## config.mk

```make
export PLATFORM = sky130hd
export DESIGN_NAME = clock_set_ctrl_flat
export DESIGN_NICKNAME = d
export VERILOG_FILES = /design/src/rtl/clock_set_ctrl_pkg.sv /design/src/rtl/clock_set_ctrl_if.sv /design/src/rtl/clock_set_ctrl_btn_sync_edge.sv /design/src/rtl/clock_set_ctrl.sv /design/src/flat_wrapper.sv
export SDC_FILE = /design/constraint.sdc
export NUM_CORES = 1
export LEC_CHECK = 0
export CAP_MARGIN = 20
export CORE_ASPECT_RATIO = 0.6
export CORE_UTILIZATION = 40
export CTS_CLUSTER_SIZE = 40
export DETAILED_ROUTE_END_ITERATION = 16
export MAX_ROUTING_LAYER = met4
export PLACE_DENSITY = 0.57
export SLEW_MARGIN = 20
export SYNTH_ARGS = -nofsm -noshare
export SYNTH_HDL_FRONTEND = slang
export SYNTH_SLANG_ARGS = --single-unit
```

## constraint.sdc

```tcl
create_clock -name clk -period 3 [get_ports clk]
set_clock_uncertainty 0.2 [all_clocks]
set_input_delay 0.45 -clock clk [delete_from_list [all_inputs] [get_ports clk]]
set_output_delay 0.45 -clock clk [all_outputs]
set_load 0.1 [all_outputs]
```

## src/rtl/clock_set_ctrl_pkg.sv

```systemverilog
// -----------------------------------------------------------------------------
// clock_ctrl_pkg
// Shared types, limits and helpers for the clock set controller.
//   ctrl_state_t : RUN / SET_MIN / SET_SEC / COMMIT encoding (also the mode
//                  output value seen by the display).
//   MAX_SEC/MAX_MIN : largest legal value of a seconds/minutes field.
//   inc_wrap59   : +1 with wrap from 59 back to 0.
//   clamp59      : forces an out-of-range captured value to 0.
// -----------------------------------------------------------------------------
package clock_ctrl_pkg;

  typedef enum logic [1:0] {
    RUN     = 2'd0,
    SET_MIN = 2'd1,
    SET_SEC = 2'd2,
    COMMIT  = 2'd3
  } ctrl_state_t;

  localparam logic [5:0] MAX_SEC = 6'd59;
  localparam logic [5:0] MAX_MIN = 6'd59;

  // Anything at or above 59 wraps to 0 so a corrupted field can never
  // walk past the legal range.
  function automatic logic [5:0] inc_wrap59(input logic [5:0] val);
    logic [5:0] res;
    if (val >= MAX_MIN) res = 6'd0;
    else                res = val + 6'd1;
    return res;
  endfunction

  function automatic logic [5:0] clamp59(input logic [5:0] val);
    logic [5:0] res;
    if (val > MAX_SEC) res = 6'd0;
    else               res = val;
    return res;
  endfunction

endpackage

```

## src/rtl/clock_set_ctrl_if.sv

```systemverilog
// -----------------------------------------------------------------------------
// clock_set_ctrl_if
// Bundle between the set controller and the timekeeping counter / display.
//   cur_sec, cur_min : current time from the counter (counter -> controller)
//   tick             : 1 Hz count enable (controller -> counter)
//   load             : one-cycle synchronous load strobe
//   load_sec/min     : value to load, valid while load=1
//   edit_val         : field being edited, for the display
//   mode             : controller state encoding
//   blink            : display blink enable
// master = controller side, slave = counter/display side.
// -----------------------------------------------------------------------------
interface clock_set_ctrl_if;

  logic [5:0] cur_sec;
  logic [5:0] cur_min;
  logic       tick;
  logic       load;
  logic [5:0] load_sec;
  logic [5:0] load_min;
  logic [5:0] edit_val;
  logic [1:0] mode;
  logic       blink;

  modport master (
    input  cur_sec, cur_min,
    output tick, load, load_sec, load_min, edit_val, mode, blink
  );

  modport slave (
    output cur_sec, cur_min,
    input  tick, load, load_sec, load_min, edit_val, mode, blink
  );

endinterface

```

## src/rtl/clock_set_ctrl_btn_sync_edge.sv

```systemverilog
// -----------------------------------------------------------------------------
// btn_sync_edge
// Synchronises an asynchronous active-high button level and emits a single
// one-cycle pulse on each rising edge of the synchronised level.
// Press-to-pulse latency is SYNC_STAGES+1 clocks (pulse is registered).
//   clk   : system clock
//   rst   : asynchronous active-low reset
//   btn   : raw button level
//   pulse : one-cycle pulse per press
// -----------------------------------------------------------------------------
module btn_sync_edge #(
  parameter int SYNC_STAGES = 2
) (
  input  logic clk,
  input  logic rst,
  input  logic btn,
  output logic pulse
);

  logic [SYNC_STAGES-1:0] sync_q;
  logic                   prev_q;
  logic                   level;

  assign level = sync_q[SYNC_STAGES-1];

  always_ff @(posedge clk or negedge rst) begin
    if (!rst) begin
      sync_q <= '0;
      prev_q <= 1'b0;
      pulse  <= 1'b0;
    end else begin
      // shift form keeps SYNC_STAGES=1 legal
      sync_q <= (sync_q << 1) | SYNC_STAGES'(btn);
      prev_q <= level;
      pulse  <= level & ~prev_q;
    end
  end

endmodule

```

## src/rtl/clock_set_ctrl.sv

```systemverilog
// -----------------------------------------------------------------------------
// clock_set_ctrl
// RUN/SET sequencer for the seconds/minutes timekeeping counter. Generates the
// 1 Hz count enable from clk, lets the user edit minutes then seconds with the
// mode/inc buttons, and loads the edited time into the counter on commit.
// Unattended edits are abandoned after TIMEOUT_TICKS ticks.
//   clk      : system clock, rising edge
//   rst      : asynchronous active-low reset
//   btn_mode : raw mode button (async, active-high)
//   btn_inc  : raw increment button (async, active-high)
//   bus      : counter/display bundle (see clock_set_ctrl_if)
//
// state   | meaning
// --------+-----------------------------------------------------------
// RUN     | normal timekeeping, tick passed to counter, inc ignored
// SET_MIN | editing minutes, counter frozen, blink toggles per tick
// SET_SEC | editing seconds, counter frozen, blink toggles per tick
// COMMIT  | single cycle: load strobe, prescaler restarted, back to RUN
// -----------------------------------------------------------------------------
module clock_set_ctrl
  import clock_ctrl_pkg::*;
#(
  parameter int TICK_DIV      = 50_000_000,
  parameter int TIMEOUT_TICKS = 10,
  parameter int SYNC_STAGES   = 2
) (
  input  logic             clk,
  input  logic             rst,
  input  logic             btn_mode,
  input  logic             btn_inc,
  clock_set_ctrl_if.master bus
);

  localparam int PW = (TICK_DIV > 2) ? $clog2(TICK_DIV) : 1;
  localparam int TW = (TIMEOUT_TICKS > 1) ? $clog2(TIMEOUT_TICKS + 1) : 1;

  localparam logic [PW-1:0] PRESC_LAST = PW'(TICK_DIV - 1);
  localparam logic [TW-1:0] TMO_LAST   = TW'(TIMEOUT_TICKS - 1);

  localparam logic [1:0] ST_RUN     = RUN;
  localparam logic [1:0] ST_SET_MIN = SET_MIN;
  localparam logic [1:0] ST_SET_SEC = SET_SEC;
  localparam logic [1:0] ST_COMMIT  = COMMIT;

  logic          mode_p;
  logic          inc_p;

  logic [PW-1:0] presc_q;
  logic          tick_int;

  logic [1:0]    state_q,    state_d;
  logic [5:0]    edit_min_q, edit_min_d;
  logic [5:0]    edit_sec_q, edit_sec_d;
  logic [TW-1:0] tmo_q,      tmo_d;
  logic          blink_q,    blink_d;
  logic          load_upd;
  logic [5:0]    load_min_q;
  logic [5:0]    load_sec_q;
  logic          in_set;

  btn_sync_edge #(.SYNC_STAGES(SYNC_STAGES)) u_sync_mode (
    .clk   (clk),
    .rst   (rst),
    .btn   (btn_mode),
    .pulse (mode_p)
  );

  btn_sync_edge #(.SYNC_STAGES(SYNC_STAGES)) u_sync_inc (
    .clk   (clk),
    .rst   (rst),
    .btn   (btn_inc),
    .pulse (inc_p)
  );

  // Prescaler. Restarting it in COMMIT makes the first second after a load
  // a full TICK_DIV cycles long.
  assign tick_int = (presc_q == PRESC_LAST);

  always_ff @(posedge clk or negedge rst) begin
    if (!rst) begin
      presc_q <= '0;
    end else if (state_q == ST_COMMIT || tick_int) begin
      presc_q <= '0;
    end else begin
      presc_q <= presc_q + 1'b1;
    end
  end

  assign in_set = (state_q == ST_SET_MIN) || (state_q == ST_SET_SEC);

  always_comb begin
    state_d    = state_q;
    edit_min_d = edit_min_q;
    edit_sec_d = edit_sec_q;
    tmo_d      = tmo_q;
    load_upd   = 1'b0;

    case (state_q)
      ST_RUN: begin
        if (mode_p) begin
          state_d    = ST_SET_MIN;
          edit_min_d = clamp59(bus.cur_min);
          edit_sec_d = clamp59(bus.cur_sec);
          tmo_d      = '0;
        end
      end

      ST_SET_MIN, ST_SET_SEC: begin
        // mode has priority over inc when both land in the same cycle
        if (mode_p) begin
          tmo_d = '0;
          if (state_q == ST_SET_MIN) begin
            state_d = ST_SET_SEC;
          end else begin
            state_d  = ST_COMMIT;
            load_upd = 1'b1;
          end
        end else if (inc_p) begin
          tmo_d = '0;
          if (state_q == ST_SET_MIN) edit_min_d = inc_wrap59(edit_min_q);
          else                       edit_sec_d = inc_wrap59(edit_sec_q);
        end else if (tick_int) begin
          if (tmo_q >= TMO_LAST) begin
            state_d = ST_RUN;
            tmo_d   = '0;
          end else begin
            tmo_d = tmo_q + 1'b1;
          end
        end
      end

      ST_COMMIT: begin
        state_d = ST_RUN;
      end

      default: begin
        state_d = ST_RUN;
      end
    endcase

    if (state_d == ST_RUN)      blink_d = 1'b0;
    else if (in_set && tick_int) blink_d = ~blink_q;
    else                         blink_d = blink_q;
  end

  always_ff @(posedge clk or negedge rst) begin
    if (!rst) begin
      state_q    <= ST_RUN;
      edit_min_q <= 6'd0;
      edit_sec_q <= 6'd0;
      tmo_q      <= '0;
      blink_q    <= 1'b0;
    end else begin
      state_q    <= state_d;
      edit_min_q <= edit_min_d;
      edit_sec_q <= edit_sec_d;
      tmo_q      <= tmo_d;
      blink_q    <= blink_d;
    end
  end

  // Load value is captured on the edge into COMMIT so it is already stable
  // while the load strobe is high, and held afterwards.
  always_ff @(posedge clk or negedge rst) begin
    if (!rst) begin
      load_min_q <= 6'd0;
      load_sec_q <= 6'd0;
    end else if (load_upd) begin
      load_min_q <= edit_min_q;
      load_sec_q <= edit_sec_q;
    end
  end

  always_comb begin
    case (state_q)
      ST_SET_MIN: bus.edit_val = edit_min_q;
      ST_SET_SEC: bus.edit_val = edit_sec_q;
      default:    bus.edit_val = 6'd0;
    endcase
  end

  assign bus.tick     = tick_int && (state_q == ST_RUN);
  assign bus.load     = (state_q == ST_COMMIT);
  assign bus.load_min = load_min_q;
  assign bus.load_sec = load_sec_q;
  assign bus.mode     = state_q;
  assign bus.blink    = blink_q;

endmodule
```

## src/flat_wrapper.sv

```systemverilog
// flat-port wrapper written by rule: the top's interface ports become plain ports
module clock_set_ctrl_flat import clock_ctrl_pkg::*;
#(
  parameter int TICK_DIV      = 50_000_000,
  parameter int TIMEOUT_TICKS = 10,
  parameter int SYNC_STAGES   = 2
)
  (clk, rst, btn_mode, btn_inc, bus_cur_sec, bus_cur_min, bus_tick, bus_load, bus_load_sec, bus_load_min, bus_edit_val, bus_mode, bus_blink);
  clock_set_ctrl_if bus_i ();
  input  logic clk;
  input  logic rst;
  input  logic btn_mode;
  input  logic btn_inc;
  input wire logic [$bits(bus_i.cur_sec)-1:0] bus_cur_sec;
  input wire logic [$bits(bus_i.cur_min)-1:0] bus_cur_min;
  output wire logic [$bits(bus_i.tick)-1:0] bus_tick;
  output wire logic [$bits(bus_i.load)-1:0] bus_load;
  output wire logic [$bits(bus_i.load_sec)-1:0] bus_load_sec;
  output wire logic [$bits(bus_i.load_min)-1:0] bus_load_min;
  output wire logic [$bits(bus_i.edit_val)-1:0] bus_edit_val;
  output wire logic [$bits(bus_i.mode)-1:0] bus_mode;
  output wire logic [$bits(bus_i.blink)-1:0] bus_blink;
  assign bus_i.cur_sec = bus_cur_sec;
  assign bus_i.cur_min = bus_cur_min;
  assign bus_tick = bus_i.tick;
  assign bus_load = bus_i.load;
  assign bus_load_sec = bus_i.load_sec;
  assign bus_load_min = bus_i.load_min;
  assign bus_edit_val = bus_i.edit_val;
  assign bus_mode = bus_i.mode;
  assign bus_blink = bus_i.blink;
  clock_set_ctrl #(.TICK_DIV(TICK_DIV), .TIMEOUT_TICKS(TIMEOUT_TICKS), .SYNC_STAGES(SYNC_STAGES)) u_core (.clk(clk), .rst(rst), .btn_mode(btn_mode), .btn_inc(btn_inc), .bus(bus_i));
endmodule
```

==> flow_summary.json <==
{
  "clk_latency_ns": 0.33,
  "r2r_end": "u_core.tmo_q[1]",
  "htree_levels": 3,
  "cp_num_buf_inv": 1,
  "grt-ovfl-total": 0,
  "path_cells": "ha_1 > and4_1 > nand3_2 > nor4_2 > and2_1 > buf_12",
  "cp.required_ns": 2.35,
  "pin_count": 39,
  "die_w_um": 120,
  "regArea_sq_um": 1630,
  "final_cells": 495,
  "crit_fanout": 5,
  "routed_wirelength_um": 7720,
  "grt_pass1_wl_um": 12700,
  "antenna_found_initial": 0,
  "setup_viol": 0,
  "async_flop_share": 1.00,
  "cpMaxStageDelayCell": "dfrtp_1",
  "hold_slack_ns": 0.109,
  "max_slew_margin": 0.443,
  "clock-root-buffer": "clkbuf_16",
  "io_buffers": 38,
  "vias_per_cell": 5.28,
  "clk_path_buf_depth": 2,
  "postCtsHoldBufs": 0,
  "r2r_start": "u_core.presc_q[0]",
  "die_y_um": 73.0,
  "p_leak_nw": 1.85,
  "reg2reg_slack_ns": 0.52,
  "multi_input_area_sq_um": 1670,
  "hold_path.class": "input port to asynchronous set/reset pin",
  "rsz0062_at_grt": "no",
  "drtPass1Iterations": 4,
  "endpoint_kind": "primary output",
  "drc": 0,
  "grt_max_degree": 66,
  "synth_top_area_frac": 0.484,
  "synth_area_leaders": "dfrtp_1 (48%), nor2_1 (4.8%), xor2_1 (4.4%), ha_1 (3.7%), mux2_2 (3.3%)",
  "vias": 2614,
  "ys_seq_area_frac": 0.484,
  "tightestPinTransition_ns": 0.835,
  "worstSetupPathType": "flop to primary output",
  "grt_usage": 0.199,
  "syn_nets": 363,
  "core.rowCount": 25,
  "dr.first_iter.drc_count": 207,
  "initial_core_util": 0.420,
  "ant_nets": 0,
  "clock-sinks": 65,
  "dieArea_sq_um": 8790,
  "netlist_area_sq_um": 3360,
  "dp.cells": 479,
  "fin_setup_tns_ns": 0,
  "final_area_sq_um": 4270,
  "slew_viol_final": 0,
  "place.gp.congestion": 0.850,
  "min_period_over_period": 0.938,
  "cts_made_buffers": 9,
  "run_status": "complete, no violations",
  "postPlaceCellArea_sq_um": 3940,
  "nFillCells": 762,
  "postSynthCellCount": 337,
  "grt_pass1_vias": 2401,
  "design.core.area_sq_um": 8010,
  "fmax_mhz": 356,
  "synth.distinct_cells": 49,
  "yosys_warnings": 0,
  "cp.arrival_ns": 2.16,
  "cts_tree": "built",
  "dpl.hpwl_um": 5410,
  "power_density_nw_per_um2": 1160,
  "avgSynthCellArea_sq_um": 9.98,
  "drive_gt1_frac": 0.199,
  "critPathMaxStageDelay_ns": 0.38,
  "cp-start-kind": "flop",
  "antenna_cells": 0,
  "synth_edf_count": 0,
  "ir_drop_v": 0.000919,
  "syn2layout_area_growth_pct": 27.0,
  "cap_viol_max_count": 0,
  "ys_ff_latch": 65,
  "wl_per_cell_um": 15.6,
  "nNetsFinal": 408,
  "hold_violations": 0,
  "path_clk_slew_ns": 0.06,
  "yosysTopAreaCell": "dfrtp_1",
  "synth-main-ff-cell": "dfrtp_1",
  "ff2ff_path_depth": 6,
  "period_needed_ns": 2.81,
  "critical-path-top-delay-family": "simple AND/OR/NAND/NOR gates"
}
==> registers in the layout, summed over array words and instances, names as in the netlist, 2 cells and up <==
name,cells
u_core.edit_sec_q,6
u_core.bus.load_sec,6
u_core.edit_min_q,6
u_core.u_sync_inc.sync_q,2
u_core.tmo_q,4
u_core.u_sync_mode.sync_q,2
u_core.bus.load_min,6
u_core.presc_q,26
u_core.bus.mode,2
==> per-stage QoR <==
step | worst slack [ns] | power (mW) | util
CTS | 0.0766 | 4.99 | 0.532
finish | 0.187 | 4.97 | 0.533
global placement | 0.493 | 3.80 | 0.491
floorplan | 0.0838 | 3.21 | -
detailed placement | 0.453 | 3.82 | 0.491
global route | 0.0701 | 5.21 | 0.533
==> how the worst max path moves through the flow <==
stage	from	end	cells past startpoint
2_1_floorplan	u_core.bus.mode[0]	bus_edit_val[0]	5
3_3_place_gp	u_core.presc_q[0]	bus_tick	6
3_5_place_dp	u_core.presc_q[0]	bus_tick	6
4_1_cts	u_core.presc_q[0]	bus_tick	6
5_1_grt	u_core.presc_q[0]	bus_tick	6
6_report	u_core.presc_q[0]	bus_tick	6
==> placed cells by master, fill, tap and decap left out, types with 10 or more instances in the layout <==
| master | count |
|---|---|
| a21oi_1 | 19 |
| nand2_1 | 27 |
| clkdlybuf4s50_1 | 14 |
| nor2_1 | 43 |
| dfrtp_1 | 63 |
| nand3_1 | 13 |
| ha_1 | 10 |
| o21ai_0 | 16 |
| xor2_1 | 17 |
| mux2_2 | 10 |
| inv_1 | 12 |
| buf_4 | 23 |
==> repair_timing <==
| item | 4_1_cts | 5_1_grt |
|---|---|---|
| endpoints found under the setup margin | 0 | 1 |
| setup buffers | 0 | 0 |
| gates resized for setup | 0 | 1 |
==> worst reg2reg max path, stage by stage (launching register included) <==
cell and delay, ns:
dfrtp_1 0.38, ha_1 0.23, and4_1 0.29, nand3_2 0.15, or4_4 0.55, a21oi_4 0.21, mux2_1 0.34
==> where the power goes <==
part	switching, mW	leakage (nW)	total (mW)	internal (mW)
clock network	0.409	0.157	1.14	0.735
logic	1.70	0.857	2.47	0.775
registers	0.258	0.836	1.35	1.10
total	2.36	1.85	4.97	2.61
==> layout make-up <==
class	count	share of cell area
clock buffer	9	0.0528
clock inverter	7	0.0240
inverter	12	0.0106
multi-input combinational	249	0.392
sequential	65	0.382
tap	108	0.0317
timing repair buffer	45	0.107
==> kinds of logic (layout without fill, tap and decap cells) <==
logic type | count (synthesis) | count (layout) | synth area share
fa+ha+maj | 10 | 10 | 0.0372
compound gates | 65 | 65 | 0.127
buf+inv | 23 | 73 | 0.0335
simple gates | 139 | 139 | 0.218
mux | 13 | 13 | 0.0428
xor+xnor | 22 | 22 | 0.0573
flops | 65 | 65 | 0.484
==> cell usage after synthesis (all sizes together), types with 3 or more instances <==
cell     number
nor3b         6
nor2         44
nand4         9
o2bb2ai       4
a32oi         3
o21ai        16
xor2         17
and3          8
nor4b         3
xnor2         5
ha           10
nand3        14
nand2        27
nor4          4
a21oi        20
dfrtp        65
a22oi         8
mux2         11
clkbuf        7
o2111ai       3
nor2b        10
inv          12
buf           4
==> metal layers <==
metal,track usage,wire length (um),up-vias
li1,-,-,1286
met1,0.302,4280,1256
met2,0.246,2970,58
met3,0.0563,362,14
met4,0.0658,108,0
met5,-,0,-
No activity file was read; power rests on OpenSTA's default activity.
